$ cat src/rtl/imem_loader_if.sv
// imem_loader_if: byte-stream input and instruction-memory write bus of the loader
interface imem_loader_if #(
    parameter int ADDR_W = 32
);
    logic              rx_valid;
    logic [7:0]        rx_data;
    logic              rx_ready;
    logic              mem_we;
    logic [ADDR_W-1:0] mem_addr;
    logic [31:0]       mem_wdata;
    modport master (input rx_valid, rx_data, output rx_ready, mem_we, mem_addr, mem_wdata);
    modport slave  (output rx_valid, rx_data, input rx_ready, mem_we, mem_addr, mem_wdata);
endinterface

$ cat src/rtl/imem_loader.sv
// imem_loader: boot-time loader turning a length-prefixed little-endian byte stream into instruction-memory word writes
module imem_loader #(
    parameter int DEPTH  = 256,
    parameter int ADDR_W = 32
) (
    input  logic           clk,
    input  logic           rst_n,
    input  logic           start,
    imem_loader_if.master  bus,
    output logic           busy,
    output logic           done,
    output logic           error,
    output logic [15:0]    words_loaded
);
    typedef enum logic [2:0] {IDLE, LEN0, LEN1, DATA, WRITE, DONE, ERR} state_t;
    state_t      state;
    logic [15:0] len;
    logic [15:0] word_idx;
    logic [1:0]  byte_idx;
    logic [23:0] wbuf;
    logic        acc;
    logic [15:0] len_n;
    assign acc   = bus.rx_valid && bus.rx_ready;
    assign len_n = {bus.rx_data, len[7:0]};
    // rx_ready, mem_we and busy are set on the transition into the state they decode
    always_ff @(posedge clk or negedge rst_n) begin
        if (!rst_n) begin
            state         <= IDLE;
            len           <= '0;
            word_idx      <= '0;
            byte_idx      <= '0;
            wbuf          <= '0;
            bus.rx_ready  <= 1'b0;
            bus.mem_we    <= 1'b0;
            bus.mem_addr  <= '0;
            bus.mem_wdata <= '0;
            busy          <= 1'b0;
            done          <= 1'b0;
            error         <= 1'b0;
            words_loaded  <= '0;
        end else begin
            bus.mem_we <= 1'b0;
            case (state)
                IDLE, DONE, ERR: if (start) begin
                    state        <= LEN0;
                    bus.rx_ready <= 1'b1;
                    busy         <= 1'b1;
                    done         <= 1'b0;
                    error        <= 1'b0;
                    words_loaded <= '0;
                end
                LEN0: if (acc) begin
                    len[7:0] <= bus.rx_data;
                    state    <= LEN1;
                end
                LEN1: if (acc) begin
                    len      <= len_n;
                    byte_idx <= '0;
                    word_idx <= '0;
                    if (len_n == 16'd0) begin
                        state        <= DONE;
                        bus.rx_ready <= 1'b0;
                        busy         <= 1'b0;
                        done         <= 1'b1;
                    end else if ({16'd0, len_n} > 32'(DEPTH)) begin
                        state        <= ERR;
                        bus.rx_ready <= 1'b0;
                        busy         <= 1'b0;
                        error        <= 1'b1;
                    end else begin
                        state <= DATA;
                    end
                end
                DATA: if (acc) begin
                    // bytes shift in from the top so the first byte ends up least significant
                    wbuf     <= {bus.rx_data, wbuf[23:8]};
                    byte_idx <= byte_idx + 2'd1;
                    if (byte_idx == 2'd3) begin
                        state         <= WRITE;
                        bus.rx_ready  <= 1'b0;
                        bus.mem_we    <= 1'b1;
                        bus.mem_addr  <= ADDR_W'({word_idx, 2'b00});
                        bus.mem_wdata <= {bus.rx_data, wbuf};
                    end
                end
                WRITE: begin
                    word_idx     <= word_idx + 16'd1;
                    words_loaded <= word_idx + 16'd1;
                    if (word_idx + 16'd1 == len) begin
                        state <= DONE;
                        busy  <= 1'b0;
                        done  <= 1'b1;
                    end else begin
                        state        <= DATA;
                        bus.rx_ready <= 1'b1;
                    end
                end
                default: state <= IDLE;
            endcase
        end
    end
endmodule

$ cat src/flat_wrapper.sv
// flat-port wrapper written by rule: the top's interface ports become plain ports
module imem_loader_flat 
#(
    parameter int DEPTH  = 256,
    parameter int ADDR_W = 32
)
  (clk, rst_n, start, busy, done, error, words_loaded, bus_rx_valid, bus_rx_data, bus_rx_ready, bus_mem_we, bus_mem_addr, bus_mem_wdata);
  imem_loader_if #(.ADDR_W(ADDR_W)) bus_i ();
  input  logic clk;
  input  logic rst_n;
  input  logic start;
  output logic busy;
  output logic done;
  output logic error;
  output logic [15:0] words_loaded;
  input wire logic [$bits(bus_i.rx_valid)-1:0] bus_rx_valid;
  input wire logic [$bits(bus_i.rx_data)-1:0] bus_rx_data;
  output wire logic [$bits(bus_i.rx_ready)-1:0] bus_rx_ready;
  output wire logic [$bits(bus_i.mem_we)-1:0] bus_mem_we;
  output wire logic [$bits(bus_i.mem_addr)-1:0] bus_mem_addr;
  output wire logic [$bits(bus_i.mem_wdata)-1:0] bus_mem_wdata;
  assign bus_i.rx_valid = bus_rx_valid;
  assign bus_i.rx_data = bus_rx_data;
  assign bus_rx_ready = bus_i.rx_ready;
  assign bus_mem_we = bus_i.mem_we;
  assign bus_mem_addr = bus_i.mem_addr;
  assign bus_mem_wdata = bus_i.mem_wdata;
  imem_loader #(.DEPTH(DEPTH), .ADDR_W(ADDR_W)) u_core (.clk(clk), .rst_n(rst_n), .start(start), .bus(bus_i), .busy(busy), .done(done), .error(error), .words_loaded(words_loaded));
endmodule
$ cat config.mk
export PLATFORM = sky130hd
export DESIGN_NAME = imem_loader_flat
export DESIGN_NICKNAME = d
export VERILOG_FILES = /design/src/rtl/imem_loader_if.sv /design/src/rtl/imem_loader.sv /design/src/flat_wrapper.sv
export SDC_FILE = /design/constraint.sdc
export NUM_CORES = 1
export LEC_CHECK = 0
export ABC_CLOCK_PERIOD_IN_PS = 3620
export BUFFER_PORTS_ARGS = -buffer_cell sky130_fd_sc_hd__buf_2
export CAP_MARGIN = 20
export CORE_MARGIN = 1.5
export CORE_UTILIZATION = 45
export CTS_BUF_LIST = sky130_fd_sc_hd__clkbuf_4 sky130_fd_sc_hd__clkbuf_8 sky130_fd_sc_hd__clkbuf_16
export DETAILED_ROUTE_END_ITERATION = 10
export PLACE_DENSITY_LB_ADDON = 0.3
export REMOVE_ABC_BUFFERS = 1
export SLEW_MARGIN = 40
export SYNTH_ARGS = -nofsm -noshare
export SYNTH_HDL_FRONTEND = slang
export SYNTH_SLANG_ARGS = --single-unit
$ cat constraint.sdc
create_clock -name clk -period 3.62 [get_ports clk]
set_input_delay 0.362 -clock clk [delete_from_list [all_inputs] [get_ports clk]]
set_output_delay 0.362 -clock clk [all_outputs]
set_load 0.03 [all_outputs]
* Word-level counts from Yosys, hierarchy flattened
Index checks and enable logic that the tools add are counted.
** Storage, ports and cells
- Register bits :: 130
- Input port bits :: 12
- Output and inout bits :: 85
- Word-level logic and storage cells :: 99
** Operators by class
- Add/sub/neg operators :: 2
- Order comparisons :: 1
- Equality and inequality tests :: 19
- Muxes and demuxes :: 40
- Bitwise operators :: 1
- Reduce and logical (&&, ||, !) cells :: 22
** Operator list (count)
- 16-bit one-hot mux with 2 select lines :: 2
- 16-bit 2-to-1 mux :: 2
- 3-bit 2-to-1 mux :: 8
- 5-bit AND reduction :: 4
- 1-bit 2-to-1 mux :: 18
- 16-bit by 1-bit adder with 16-bit output (second input constant) :: 1
- 16-bit == test :: 1
- 16-bit by 9-bit greater-than comparator with 1-bit output (second input constant) :: 1
- 16-bit logical NOT :: 1
- 8-bit one-hot mux with 2 select lines :: 1
- 3-bit one-hot mux with 5 select lines :: 1
- 2-bit by 1-bit inequality test with 1-bit output (second input constant) :: 7
- 3-bit == test (second input constant) :: 3
- 3-bit AND reduction :: 3
- 8-bit 2-to-1 mux :: 1
- 2-bit AND reduction :: 4
- 2-bit nonzero test :: 4
- 7-bit AND reduction :: 1
- 3-bit by 2-bit == test with 1-bit output (second input constant) :: 2
- 2-bit inequality test (second input constant) :: 3
- 1-bit one-hot mux with 3 select lines :: 2
- 2-bit 2-to-1 mux :: 2
- 1-bit one-hot mux with 4 select lines :: 1
- 2-bit one-hot mux with 2 select lines :: 1
- 11 further kinds :: 11

* Depth between registers and ports, before layout
Gate-level depths: netlist (run 1).
- Depth after elaboration :: 5
- Mapped depth :: 8
- Gate-level depth less buffers :: 7

* Worst setup path before layout (run 1)
Ideal clock, no wire load.
- Path type :: register to register
- Start :: register u_core.word_idx[0]
- End :: register u_core.done
- Setup time :: 65 ps
- Arrival :: 2164 ps
- Data required time :: 3555 ps
- Setup slack :: 1391 ps
- Stages on the path, launching flop included :: 9
- Buffers on the path :: 1
- Clock period less this slack :: 2229 ps
- Path through :: dfrtp_1 -> ha_1 -> clkbuf_2 -> nand4_1 -> nor4_2 -> mux2i_1 -> a2111o_1 -> nor4_2 -> a21o_1
** On the way
- Longest elaborated chain between the ends :: 4
** Ends and longest elaborated chain
- start, declared :: line imem_loader.sv:18 : logic [15:0] word_idx;
- start signal, assigned :: line imem_loader.sv:87 : word_idx <= word_idx + 16'd1;
- 16-bit by 1-bit adder with 16-bit output :: line imem_loader.sv:89 : if (word_idx + 16'd1 == len) begin
- 16-bit == test :: line imem_loader.sv:89
- 2-bit by 1-bit inequality test with 1-bit output (no source line)
- 5-bit AND reduction (no source line)
- end signal, assigned :: line imem_loader.sv:48 : done <= 1'b0;
- end signal, assigned :: line imem_loader.sv:64 : done <= 1'b1;
- end signal, assigned :: line imem_loader.sv:92 : done <= 1'b1;
- end, declared :: line imem_loader.sv:11 : output logic done,
No other way between the ends.
A chain may end at the register's enable or synchronous reset.

* Worst setup path after layout (run 1)
- Start :: register u_core.word_idx[0]
- End :: register u_core.state[1]
** On the way
- Longest elaborated chain between the ends :: 4
** Ends and longest elaborated chain
- 16-bit by 1-bit adder with 16-bit output :: line imem_loader.sv:89
- 16-bit == test :: line imem_loader.sv:89
- 3-bit 2-to-1 mux :: line imem_loader.sv:89
- 3-bit one-hot mux with 5 select lines :: line imem_loader.sv:43 : case (state)
- end signal, assigned :: line imem_loader.sv:45 : state <= LEN0;
- end signal, assigned :: line imem_loader.sv:90 : state <= DONE;
- end signal, assigned :: line imem_loader.sv:94 : state <= DATA;
- end, declared :: line imem_loader.sv:16 : state_t state;
No other way between the ends.

==> out/metrics.json, run 1 <==
{
  "outcome": "complete, no violations",
  "pwr_density_cell_nw_per_um2": 735,
  "share_of_final_layout_standard_cells_stronger_than_drive_strength_1": 0.243,
  "grt.overflow.total": 0,
  "ys_ff_latch": 130,
  "timing.clock.skew_ps": 11.4,
  "max-clock-path-buffers": 2,
  "final_antenna_diode_count": 0,
  "postCtsResizedCells": 0,
  "power.internal_mw": 3.51,
  "die_y_um": 121,
  "final-hold-violation-count": 0,
  "report.final.slew_viol_count": 0,
  "cap_viol_max_count": 0,
  "core_area_um2": 13400,
  "end_kind": "flop",
  "clk_latency_ps": 410,
  "worst_hold_path_type": "in2reg",
  "gr-usage-all-layers": 0.206,
  "detail_route.first_pass.iterations": 8,
  "fillCellCount": 1193,
  "core.rowCount": 42,
  "first_pass_grt_wire_length_um": 23400,
  "critPathLaunchType": "flop",
  "synth_top_cells_by_count": "sky130_fd_sc_hd__nand2_1 (197), sky130_fd_sc_hd__dfrtp_1 (130), sky130_fd_sc_hd__o21ai_0 (43)",
  "crit_buf_inv": 0,
  "synth_enable_flop_cells": 0,
  "total_switching_power_mw": 1.85,
  "combinationalPowerShare": 0.271,
  "worst-r2r-setup-slack_ps": 930,
  "share_clk_of_total_power": 0.323,
  "drt-wirelength-per-cell_um": 15.8,
  "gp_congestion": 0.923,
  "final.period_utilization": 0.743,
  "post_synth_instance_area_um2": 6230,
  "final_nets": 717,
  "initial_antenna_violation_count": 0,
  "ys_async_sr_fraction": 1.00,
  "initial_core_util": 0.465,
  "clk_pin_slew_worst_paths_ps": 60,
  "top_achievable_clock_speed_mhz": 372,
  "syn-mean-instance-area_um2": 9.77,
  "critical_path_class": "reg2reg",
  "detail_route.wirelength_um": 14100,
  "drc_errors": 0,
  "synth_seq_area_share": 0.522,
  "total_power_after_layout_mw": 5.36,
  "routed_via_density": 5.30,
  "finalSetupViolCount": 0,
  "worstPathArrival_ps": 2940,
  "synth_cell_types": 57,
  "final.min_clock_period_ps": 2690,
  "post_cts.repair.setup_buffers": 0,
  "relSlewSlack": 0.514,
  "number_of_drc_markers_in_iteration_0": 321,
  "cpPeakStageDelay_ps": 490,
  "synth_top_area_share": 0.522,
  "sequential_cell_area_um2": 3250,
  "vias": 4726,
  "cp_slowest_cell": "sky130_fd_sc_hd__nor4_2",
  "cts.sink_count": 130,
  "cts_tree": "yes",
  "worst_path_most_repeated_cell": "sky130_fd_sc_hd__nand4_1",
  "final_antenna_net_count": 0,
  "power.share.sequential": 0.407,
  "pin_count_of_the_biggest_net_entering_global_routing": 69,
  "ctsHtreeMaxLevel": 4,
  "layout.cell_area.non_filler_um2": 7290,
  "critPathMaxFanout": 10,
  "power.switching_fraction": 0.345,
  "hpwl_um": 9520,
  "worst_path_dominant_cell_family": "simple AND/OR/NAND/NOR gates",
  "synth_top_cells_by_area": "sky130_fd_sc_hd__dfrtp_1 (52%), sky130_fd_sc_hd__nand2_1 (12%), sky130_fd_sc_hd__mux2_2 (7.4%)",
  "vdd_ir_drop_max_v": 0.000395,
  "setup_total_negative_slack_ps": 0,
  "clk_root_buffer_cell": "sky130_fd_sc_hd__clkbuf_16",
  "worst-endpoint-required_ps": 3870,
  "cts_hold_repair.buffers": 0,
  "power_leakage_nw": 3.60,
  "syn-instance-count": 638,
  "port_buffers": 80,
  "tightestPinTransition_ps": 726,
  "die_x_um": 121,
  "largest_area_contributor_in_the_netlist": "sky130_fd_sc_hd__dfrtp_1",
  "grt_pass1_vias": 4508,
  "dpl_cell_area_um2": 6670,
  "io_pins": 97,
  "postSynth.topFlopCell": "sky130_fd_sc_hd__dfrtp_1",
  "tritoncts.num_buffers": 17,
  "series_of_cell_instances_along_the_critical_path": "ha_1, nand4_1, nor3_1, xnor2_1, nand4_1, nor4_2, a31oi_1",
  "yosys_warnings": 0,
  "areaGrowthSynthToFinish_pct": 17.0,
  "rsz0062_at_grt": "false",
  "multiInputGateArea_um2": 2720,
  "design.die.area_um2": 14600,
  "yosys.cell_count.top_type": "sky130_fd_sc_hd__nand2_1"
}
[path summary, 6_finish.rpt]
path | cells past startpoint | to | startpoint
setup / recovery | 7 | u_core.state[1]$_DFFE_PN0P_ | u_core.word_idx[0]$_DFFE_PN0P_
hold / removal | 3 | u_core.bus.mem_wdata[24]$_DFFE_PN0P_ | bus_rx_data[0]
setup reg to reg | 7 | u_core.state[1]$_DFFE_PN0P_ | u_core.word_idx[0]$_DFFE_PN0P_
hold reg to reg | 2 | u_core.bus.mem_addr[15]$_DFFE_PN0P_ | u_core.bus.mem_addr[15]$_DFFE_PN0P_
max in group asynchronous | 3 | u_core.word_idx[9]$_DFFE_PN0P_ | rst_n
min in group asynchronous | 2 | u_core.bus.mem_wdata[8]$_DFFE_PN0P_ | rst_n
[power groups by stage]
stage / logic, mW / clock network, mW / registers (mW)
after floorplan: 0.906 / 0 / 2.25
after global placement: 1.41 / 0 / 2.18
after detailed placement: 1.44 / 0 / 2.20
after CTS: 1.45 / 1.75 / 2.18
after global routing: 1.59 / 1.83 / 2.23
final: 1.45 / 1.73 / 2.18
[cell usage in the layout, fill, tap and decap left out, drive strengths merged, types with 4 or more instances in the layout]
cell | synthesis | layout
a21oi | 9 | 9
and3 | 5 | 5
buf | 32 | 86
clkbuf | 24 | 19
clkinv | 1 | 8
conb | 1 | 16
dfrtp | 130 | 130
inv | 6 | 7
mux2 | 41 | 41
nand2 | 197 | 197
nand3 | 13 | 13
nand4 | 7 | 7
nor2 | 16 | 16
nor3 | 8 | 8
nor4 | 16 | 16
o21ai | 43 | 43
o31ai | 7 | 7
xnor2 | 25 | 25
xor2 | 4 | 4
[worst reg2reg max path, delay by kind of cell, from the launching register on]
family | cells | cell delay, ps
xor gates and xnor gates | 1 | 170
DFF | 1 | 470
adders and majority gates | 1 | 400
and+or+nand+nor | 4 | 1310
AOI/OAI and AO/OA | 1 | 190
[metal layers]
| layer | GRT usage | wire length (um) |
|---|---|---|
| met4 | 0.0713 | 228 |
| met3 | 0.0443 | 717 |
| met1 | 0.278 | 6320 |
| met2 | 0.329 | 6850 |
| met5 | 0 | 0 |
[cell type report]
class,instances,area share
clock buffer,19,0.0604
clock inverter,12,0.0220
inverter,7,0.00360
multi-input combinational,460,0.373
sequential,130,0.446
tap,176,0.0302
timing repair buffer,87,0.0650
[flip-flops by register name (all words and copies together), names as in the netlist, 2 cells and up]
| name | flops |
|---|---|
| u_core.words_loaded | 16 |
| u_core.state | 3 |
| u_core.wbuf | 24 |
| u_core.bus.mem_addr | 16 |
| u_core.len | 16 |
| u_core.bus.mem_wdata | 32 |
| u_core.byte_idx | 2 |
| u_core.word_idx | 16 |
[metrics by stage]
stage          utilization  setup WS (ps)  hold WS [ps]  std cells
2_1_floorplan            -            505          66.4        597
3_3_place_gp         0.497           1090           445        859
3_5_place_dp         0.498           1010           451        859
4_1_cts              0.542            965          92.9        890
5_1_grt              0.544            681           235        891
6_report             0.544            931           223        891
[logic make-up (layout without fill, tap and decap cells)]
family	count (synthesis)	after routing	share of synthesized area
multiplexers	44	44	0.0789
XOR/XNOR	31	31	0.0480
adder cells (fa/ha/maj)	3	3	0.00562
flip-flops	130	130	0.522
other	1	16	0.000602
AND/OR/NAND/NOR	279	279	0.204
AO/OA/AOI/OAI	87	87	0.0865
buffers and inverters	63	125	0.0538
(Power assumes the default switching activity.)
==> inputs of run 2 (changes only) <==
- ABC_CLOCK_PERIOD_IN_PS: 3620 -> 2200
- clock period: 3.62 -> 2.2 ns (I/O delays scaled with it)
==> out/metrics.json, run 2 (same netlist as run 1, synthesis figures left out) <==
{
  "report.final.slew_viol_count": {"value": 0, "change": "unchanged"},
  "crit_path_end": "u_core.bus.rx_ready$_DFFE_PN0P_",
  "initial_antenna_violation_count": {"value": 0, "change": "unchanged"},
  "critPathLaunchType": "flop",
  "outcome": "complete, no violations",
  "worstPathArrival": {"value": 2440, "unit": "ps", "change": "-500 ps"},
  "critPathMaxFanout": {"value": 4, "change": "-6"},
  "detail_route.first_pass.iterations": {"value": 5, "change": "-3"},
  "worstReg2RegStart": "u_core.word_idx[1]$_DFFE_PN0P_",
  "max-clock-path-buffers": {"value": 2, "change": "unchanged"},
  "series_of_cell_instances_along_the_critical_path": "buf_4, nand3_2, or4_1, a21o_1, a2111o_1, nor4_2, a21oi_1",
  "gr-usage-all-layers": {"value": 0.222, "change": "+0.0159"},
  "cts_tree": "yes",
  "final.min_clock_period": {"value": 2150, "unit": "ps", "change": "-536 ps"},
  "tritoncts.num_buffers": {"value": 17, "change": "unchanged"},
  "tightestPinTransition": {"value": 687, "unit": "ps", "change": "-39.6 ps"},
  "first_pass_grt_wire_length": {"value": 25100, "unit": "um", "change": "+7.3%"},
  "drt-wirelength-per-cell": {"value": 16.1, "unit": "um", "change": "+1.4%"},
  "clk_root_buffer_cell": "sky130_fd_sc_hd__clkbuf_16",
  "end_kind": "flop",
  "pwr_density_cell": {"value": 1180, "unit": "nW/um2", "change": "+60%"},
  "pin_count_of_the_biggest_net_entering_global_routing": {"value": 131, "change": "+90%"},
  "final.period_utilization": {"value": 0.979, "change": "+0.236"},
  "core.rowCount": {"value": 42, "change": "unchanged"},
  "initial_core_util": {"value": 0.465, "change": "unchanged"},
  "largestRegisters": "u_core.bus.mem_wdata x32, u_core.wbuf x24",
  "largest_register_ffs": {"value": 32, "change": "unchanged"},
  "share_of_final_layout_standard_cells_stronger_than_drive_strength_1": {"value": 0.306, "change": "+0.0624"},
  "detailedPlace.worstSlack": {"value": -20.5, "unit": "ps", "change": "-1030 ps"},
  "cap_viol_max_count": {"value": 0, "change": "unchanged"},
  "cts.sink_count": {"value": 130, "change": "unchanged"},
  "die_x": {"value": 121, "unit": "um", "change": "unchanged"},
  "worst_r2r_endpoint": "u_core.bus.rx_ready$_DFFE_PN0P_",
  "number_of_drc_markers_in_iteration_0": {"value": 329, "change": "+2.5%"},
  "crit_cells": {"value": 7, "change": "unchanged"},
  "busiest_grt_layer": "met2",
  "critical_path_class": "reg2reg",
  "design.die.area": {"value": 14600, "unit": "um2", "change": "unchanged"},
  "grt_util_met3": {"value": 0.0547, "change": "+0.0104"},
  "relSlewSlack": {"value": 0.542, "change": "+0.0282"},
  "areaGrowthSynthToFinish_pct": 23.9,
  "final_antenna_diode_count": {"value": 0, "change": "unchanged"},
  "clk_latency": {"value": 410, "unit": "ps", "change": "about the same"},
  "ctsHtreeMaxLevel": {"value": 4, "change": "unchanged"},
  "final_nets": {"value": 763, "change": "+6.4%"},
  "io_pins": {"value": 97, "change": "unchanged"},
  "grt.met2_usage": {"value": 0.349, "change": "+0.0195"},
  "power_leakage": {"value": 3.87, "unit": "nW", "change": "+7.5%"},
  "worst_path_dominant_cell_family": "simple AND/OR/NAND/NOR gates",
  "reg2reg_depth": {"value": 7, "change": "unchanged"},
  "register_with_the_most_flip_flops": "u_core.bus.mem_wdata",
  "most_common_library_cell_in_the_layout_ignoring_fill_and_taps": "sky130_fd_sc_hd__nand2_1",
  "critical_path.startpoint": "u_core.word_idx[1]$_DFFE_PN0P_",
  "timing.clock.skew": {"value": 8.43, "unit": "ps", "change": "-2.99 ps"},
  "die_y": {"value": 121, "unit": "um", "change": "unchanged"},
  "rsz0062_at_grt": "true",
  "hpwl": {"value": 10400, "unit": "um", "change": "+9.6%"},
  "drc_errors": {"value": 0, "change": "unchanged"},
  "grt.overflow.total": {"value": 0, "change": "unchanged"},
  "total_power_after_layout": {"value": 9.07, "unit": "mW", "change": "+69%"},
  "dpl_cell_area": {"value": 7010, "unit": "um2", "change": "+5.2%"},
  "setup_total_negative_slack": {"value": 0, "unit": "ps", "change": "unchanged"},
  "worst-r2r-setup-slack": {"value": 50, "unit": "ps", "change": "-880 ps"},
  "top_achievable_clock_speed": {"value": 465, "unit": "MHz", "change": "+25%"},
  "detail_route.wirelength": {"value": 15100, "unit": "um", "change": "+6.8%"},
  "gr-usage-met1": {"value": 0.299, "change": "+0.0207"},
  "core_area": {"value": 13400, "unit": "um2", "change": "unchanged"},
  "routed_via_density": {"value": 5.26, "change": "-0.85%"},
  "final-hold-violation-count": {"value": 0, "change": "unchanged"},
  "worst_hold_path_type": "in2reg",
  "final_antenna_net_count": {"value": 0, "change": "unchanged"},
  "cp_slowest_cell": "sky130_fd_sc_hd__or4_1",
  "cpPeakStageDelay": {"value": 500, "unit": "ps", "change": "about the same"},
  "layout.cells.most_common_list": "sky130_fd_sc_hd__nand2_1 (197), sky130_fd_sc_hd__dfrtp_1 (126), sky130_fd_sc_hd__buf_2 (79)",
  "clk_pin_slew_worst_paths": {"value": 60, "unit": "ps", "change": "about the same"},
  "vias": {"value": 4933, "change": "+4.4%"},
  "hold_ws": {"value": 92.3, "unit": "ps", "change": "-131 ps"},
  "gp_congestion": {"value": 0.950, "change": "+2.9%"},
  "grt_pass1_vias": {"value": 4918, "change": "+9.1%"},
  "port_buffers": {"value": 80, "change": "unchanged"},
  "worst-endpoint-required": {"value": 2490, "unit": "ps", "change": "-1380 ps"},
  "crit_buf_inv": {"value": 1, "change": "+1"},
  "setup_slack": {"value": 47.3, "unit": "ps", "change": "-884 ps"},
  "layout.cell_area.non_filler": {"value": 7720, "unit": "um2", "change": "+5.9%"},
  "finalSetupViolCount": {"value": 0, "change": "unchanged"},
  "vdd_ir_drop_max": {"value": 0.000664, "unit": "V", "change": "+68%"}
}
==> run 2: area by class of cell <==
class | instances | area [um2]
well taps | 176 | 220
inverters | 7 | 30.0
fillers | 1170 | 5680
clock inverters | 12 | 131
flip-flops and latches | 130 | 3260
repair buffers | 133 | 832
multi-input cells | 460 | 2800
clock buffers | 20 | 454
==> run 2: how the worst min path moves through the flow <==
stage                                                end  slack [ps]           start  depth (start not counted)
finish              u_core.bus.mem_wdata[30]$_DFFE_PN0P_          90  bus_rx_data[6]                          3
floorplan            u_core.bus.mem_addr[10]$_DFFE_PN0P_         -80           rst_n                          0
global placement     u_core.bus.mem_wdata[8]$_DFFE_PN0P_         380           rst_n                          2
detailed placement   u_core.bus.mem_wdata[8]$_DFFE_PN0P_         400           rst_n                          2
global route        u_core.bus.mem_wdata[30]$_DFFE_PN0P_         100  bus_rx_data[6]                          3
CTS                 u_core.bus.mem_wdata[30]$_DFFE_PN0P_          80  bus_rx_data[6]                          3
==> run 2: worst min-delay path, delay by kind of cell <==
kind          cells  cell delay (ps)
buf+inv           1              140
simple gates      2              100
==> run 2: stage by stage <==
| step | instances | util |
|---|---|---|
| after floorplan | 597 | - |
| after global placement | 904 | 0.523 |
| after detailed placement | 904 | 0.523 |
| after CTS | 937 | 0.569 |
| after global routing | 938 | 0.576 |
| final | 938 | 0.576 |
==> run 2: power by group <==
part	internal, mW	switching, mW	total (mW)
Clock	1.73	1.05	2.77
Sequential	2.96	0.503	3.47
Combinational	1.25	1.59	2.84
==> run 2: metal layers <==
metal	wire length [um]	up-vias
met1	6770	2420
met5	0	-
li1	-	2362
met4	239	0
met2	7320	137
met3	743	14
==> run 2: what timing repair did <==
item / 4_1_cts / 5_1_grt
setup buffers: 0 / 1
setup endpoints to repair: 5 / 11
hold endpoints to repair: 130 / 0
hold buffers: 1 / 0
pin swaps: 0 / 11
gates resized for setup: 3 / 18
==> inputs of run 3 (changes only) <==
- CORE_UTILIZATION: 45 -> 40
==> out/metrics.json, run 3 (same netlist as run 1, synthesis figures left out) <==
{
  "cts_tree": "yes",
  "power.switching_fraction": {"value": 0.356, "change": "+0.0102"},
  "final_antenna_diode_count": {"value": 0, "change": "unchanged"},
  "pwr_density_cell": {"value": 1170, "unit": "nW/um2", "change": "-0.71%"},
  "design.die.area": {"value": 16300, "unit": "um2", "change": "+12%"},
  "worst_path_dominant_cell_family": "simple AND/OR/NAND/NOR gates",
  "register_with_the_most_flip_flops": "u_core.bus.mem_wdata",
  "detailedPlace.worstSlack": {"value": -48.3, "unit": "ps", "change": "-27.9 ps"},
  "relSlewSlack": {"value": 0.542, "change": "about the same"},
  "gp_congestion": {"value": 0.879, "change": "-7.5%"},
  "worst-endpoint-required": {"value": 2490, "unit": "ps", "change": "about the same"},
  "final.min_clock_period": {"value": 2100, "unit": "ps", "change": "-48.3 ps"},
  "hold_ws": {"value": 85.2, "unit": "ps", "change": "-7.16 ps"},
  "power_leakage": {"value": 3.88, "unit": "nW", "change": "+0.33%"},
  "rsz0062_at_grt": "true",
  "pin_count_of_the_biggest_net_entering_global_routing": {"value": 131, "change": "unchanged"},
  "first_pass_grt_wire_length": {"value": 25200, "unit": "um", "change": "+0.47%"},
  "worst-r2r-setup-slack": {"value": 100, "unit": "ps", "change": "+50 ps"},
  "final_antenna_net_count": {"value": 0, "change": "unchanged"},
  "top_achievable_clock_speed": {"value": 475, "unit": "MHz", "change": "+2.3%"},
  "layout.cells.most_common_list": "sky130_fd_sc_hd__nand2_1 (197), sky130_fd_sc_hd__dfrtp_1 (127), sky130_fd_sc_hd__buf_2 (79)",
  "gr-usage-all-layers": {"value": 0.197, "change": "-0.0251"},
  "largest_register_ffs": {"value": 32, "change": "unchanged"},
  "critical_path_class": "reg2reg",
  "total_power_after_layout": {"value": 9.04, "unit": "mW", "change": "-0.42%"},
  "tritoncts.num_buffers": {"value": 17, "change": "unchanged"},
  "clk_latency": {"value": 420, "unit": "ps", "change": "about the same"},
  "port_buffers": {"value": 80, "change": "unchanged"},
  "detail_route.wirelength": {"value": 15200, "unit": "um", "change": "+0.74%"},
  "ctsHtreeMaxLevel": {"value": 4, "change": "unchanged"},
  "max-clock-path-buffers": {"value": 2, "change": "unchanged"},
  "drt-wirelength-per-cell": {"value": 15.9, "unit": "um", "change": "-0.74%"},
  "final-hold-violation-count": {"value": 0, "change": "unchanged"},
  "share_of_final_layout_standard_cells_stronger_than_drive_strength_1": {"value": 0.306, "change": "+0.000508"},
  "areaGrowthSynthToFinish_pct": 24.3,
  "initial_antenna_violation_count": {"value": 0, "change": "unchanged"},
  "tightestPinTransition": {"value": 687, "unit": "ps", "change": "-0.00709 ps"},
  "clk_root_buffer_cell": "sky130_fd_sc_hd__clkbuf_16",
  "drc_errors": {"value": 0, "change": "unchanged"},
  "detail_route.first_pass.iterations": {"value": 5, "change": "unchanged"},
  "worst_hold_path_type": "in2reg",
  "total_switching_power": {"value": 3.22, "unit": "mW", "change": "+2.5%"},
  "worstPathArrival": {"value": 2400, "unit": "ps", "change": "-40 ps"},
  "fillCellCount": {"value": 1391, "change": "+19%"},
  "io_pins": {"value": 97, "change": "unchanged"},
  "combinationalPowerShare": {"value": 0.320, "change": "+0.007"},
  "initial_core_util": {"value": 0.410, "change": "-0.0551"},
  "vdd_ir_drop_max": {"value": 0.000743, "unit": "V", "change": "+12%"},
  "most_common_library_cell_in_the_layout_ignoring_fill_and_taps": "sky130_fd_sc_hd__nand2_1",
  "grt_pass1_vias": {"value": 4931, "change": "+0.26%"},
  "whs_path_depth": {"value": 3, "change": "unchanged"},
  "core_area": {"value": 15200, "unit": "um2", "change": "+13%"},
  "worstReg2RegStart": "u_core.word_idx[0]$_DFFE_PN0P_",
  "number_of_drc_markers_in_iteration_0": {"value": 306, "change": "-7.0%"},
  "finalSetupViolCount": {"value": 0, "change": "unchanged"},
  "power.share.sequential": {"value": 0.382, "change": "about the same"},
  "share_clk_of_total_power": {"value": 0.298, "change": "-0.007"},
  "cap_viol_max_count": {"value": 0, "change": "unchanged"},
  "final.period_utilization": {"value": 0.957, "change": "-0.0219"},
  "crit_buf_inv": {"value": 1, "change": "unchanged"},
  "report.final.slew_viol_count": {"value": 0, "change": "unchanged"},
  "power.internal": {"value": 5.82, "unit": "mW", "change": "-2.0%"},
  "routed_via_density": {"value": 5.13, "change": "-2.5%"},
  "setup_slack": {"value": 95.5, "unit": "ps", "change": "+48.3 ps"},
  "cts.sink_count": {"value": 130, "change": "unchanged"},
  "holdPathEnd": "u_core.bus.mem_wdata[29]$_DFFE_PN0P_",
  "cpPeakStageDelay": {"value": 510, "unit": "ps", "change": "about the same"},
  "series_of_cell_instances_along_the_critical_path": "buf_6, nand3_2, or4_1, a21o_1, a2111o_1, nor2_2, a31oi_1",
  "final_nets": {"value": 765, "change": "+0.26%"},
  "end_kind": "flop",
  "grt.overflow.total": {"value": 0, "change": "unchanged"},
  "vias": {"value": 4880, "change": "-1.1%"},
  "reg2reg_depth": {"value": 7, "change": "unchanged"},
  "critPathMaxFanout": {"value": 5, "change": "+1"},
  "timing.clock.skew": {"value": 11.1, "unit": "ps", "change": "+2.66 ps"},
  "sequential_cell_area": {"value": 3260, "unit": "um2", "change": "about the same"},
  "critPathLaunchType": "flop",
  "die_x": {"value": 128, "unit": "um", "change": "+5.9%"},
  "die_y": {"value": 128, "unit": "um", "change": "+5.9%"},
  "multiInputGateArea": {"value": 2810, "unit": "um2", "change": "+0.49%"},
  "holdCritStartpoint": "bus_rx_data[5]",
  "cp_slowest_cell": "sky130_fd_sc_hd__or4_1",
  "worst_r2r_endpoint": "u_core.state[1]$_DFFE_PN0P_",
  "clk_pin_slew_worst_paths": {"value": 60, "unit": "ps", "change": "about the same"},
  "core.rowCount": {"value": 45, "change": "+7.1%"},
  "hpwl": {"value": 10400, "unit": "um", "change": "about the same"},
  "fin_util": {"value": 0.509, "change": "-0.0668"},
  "largestRegisters": "u_core.bus.mem_wdata x32, u_core.wbuf x24",
  "outcome": "complete, no violations"
}
run 3: cell count changes in the layout (fill, tap and decap cells not counted), moves of 2 or more:
| cell | before | now |
|---|---|---|
| sky130_fd_sc_hd__buf_4 | 50 | 52 |
| sky130_fd_sc_hd__clkbuf_4 | 2 | 0 |
| sky130_fd_sc_hd__inv_6 | 2 | 5 |
| sky130_fd_sc_hd__nor4_2 | 6 | 4 |
| sky130_fd_sc_hd__nor2_2 | 0 | 2 |
run 3: area by class of cell:
cell class,instances,share of cell area
repair buffers,135,0.109
inverters,7,0.00339
flip-flops and latches,130,0.421
clock buffers,18,0.0567
well taps,188,0.0304
clock inverters,14,0.0168
multi-input cells,460,0.363
run 3: how the worst max path moves through the flow:
stage / from / end / slack [ps] / cells after the start
after CTS: u_core.word_idx[0]$_DFFE_PN0P_ / u_core.done$_DFFE_PN0P_ / 8 / 7
final: u_core.word_idx[0]$_DFFE_PN0P_ / u_core.state[1]$_DFFE_PN0P_ / 100 / 7
after detailed placement: u_core.word_idx[0]$_DFFE_PN0P_ / u_core.busy$_DFFE_PN0P_ / -50 / 8
after global placement: u_core.word_idx[0]$_DFFE_PN0P_ / u_core.busy$_DFFE_PN0P_ / 10 / 8
after floorplan: u_core.bus.rx_ready$_DFFE_PN0P_ / u_core.bus.mem_addr[10]$_DFFE_PN0P_ / -910 / 6
after global routing: u_core.word_idx[0]$_DFFE_PN0P_ / u_core.done$_DFFE_PN0P_ / -30 / 7
run 3: metal layers:
layer  global-route usage  wire (um)
met4               0.0773        256
met2                0.312       7320
met3               0.0376        590
met1                0.266       7010
met5                    0          0
run 3: worst register-to-register path, stage by stage, from the launching register on:
cell and delay [ps]:
sky130_fd_sc_hd__dfrtp_1 420, sky130_fd_sc_hd__buf_6 140, sky130_fd_sc_hd__nand3_2 70, sky130_fd_sc_hd__or4_1 510
sky130_fd_sc_hd__a21o_1 190, sky130_fd_sc_hd__a2111o_1 370, sky130_fd_sc_hd__nor2_2 180, sky130_fd_sc_hd__a31oi_1 110
run 3: metrics by stage:
step	instances	instance area (um2)	TNS, ps
4_1_cts	951	7630	0
3_5_place_dp	918	7040	-123
2_1_floorplan	597	5980	-45250
3_3_place_gp	918	7040	0
6_report	952	7740	0
5_1_grt	952	7740	-79.8
run 3: power by group through the flow:
| stage | logic (mW) | registers, mW | clock network (mW) |
|---|---|---|---|
| finish | 2.89 | 3.45 | 2.70 |
| global route | 3.18 | 3.53 | 2.86 |
| CTS | 2.79 | 3.43 | 2.75 |
| detailed placement | 2.76 | 3.47 | 0 |
| global placement | 2.71 | 3.45 | 0 |
| floorplan | 1.49 | 3.70 | 0 |
run 3: timing repair:
| item | CTS | global route |
|---|---|---|
| pin swaps | 0 | 5 |
| resized for setup | 2 | 20 |
| endpoints found under the hold margin | 130 | 0 |
| hold buffers | 1 | 0 |
| gates cloned | 0 | 0 |
| setup buffers | 0 | 1 |
| endpoints found under the setup margin | 5 | 5 |
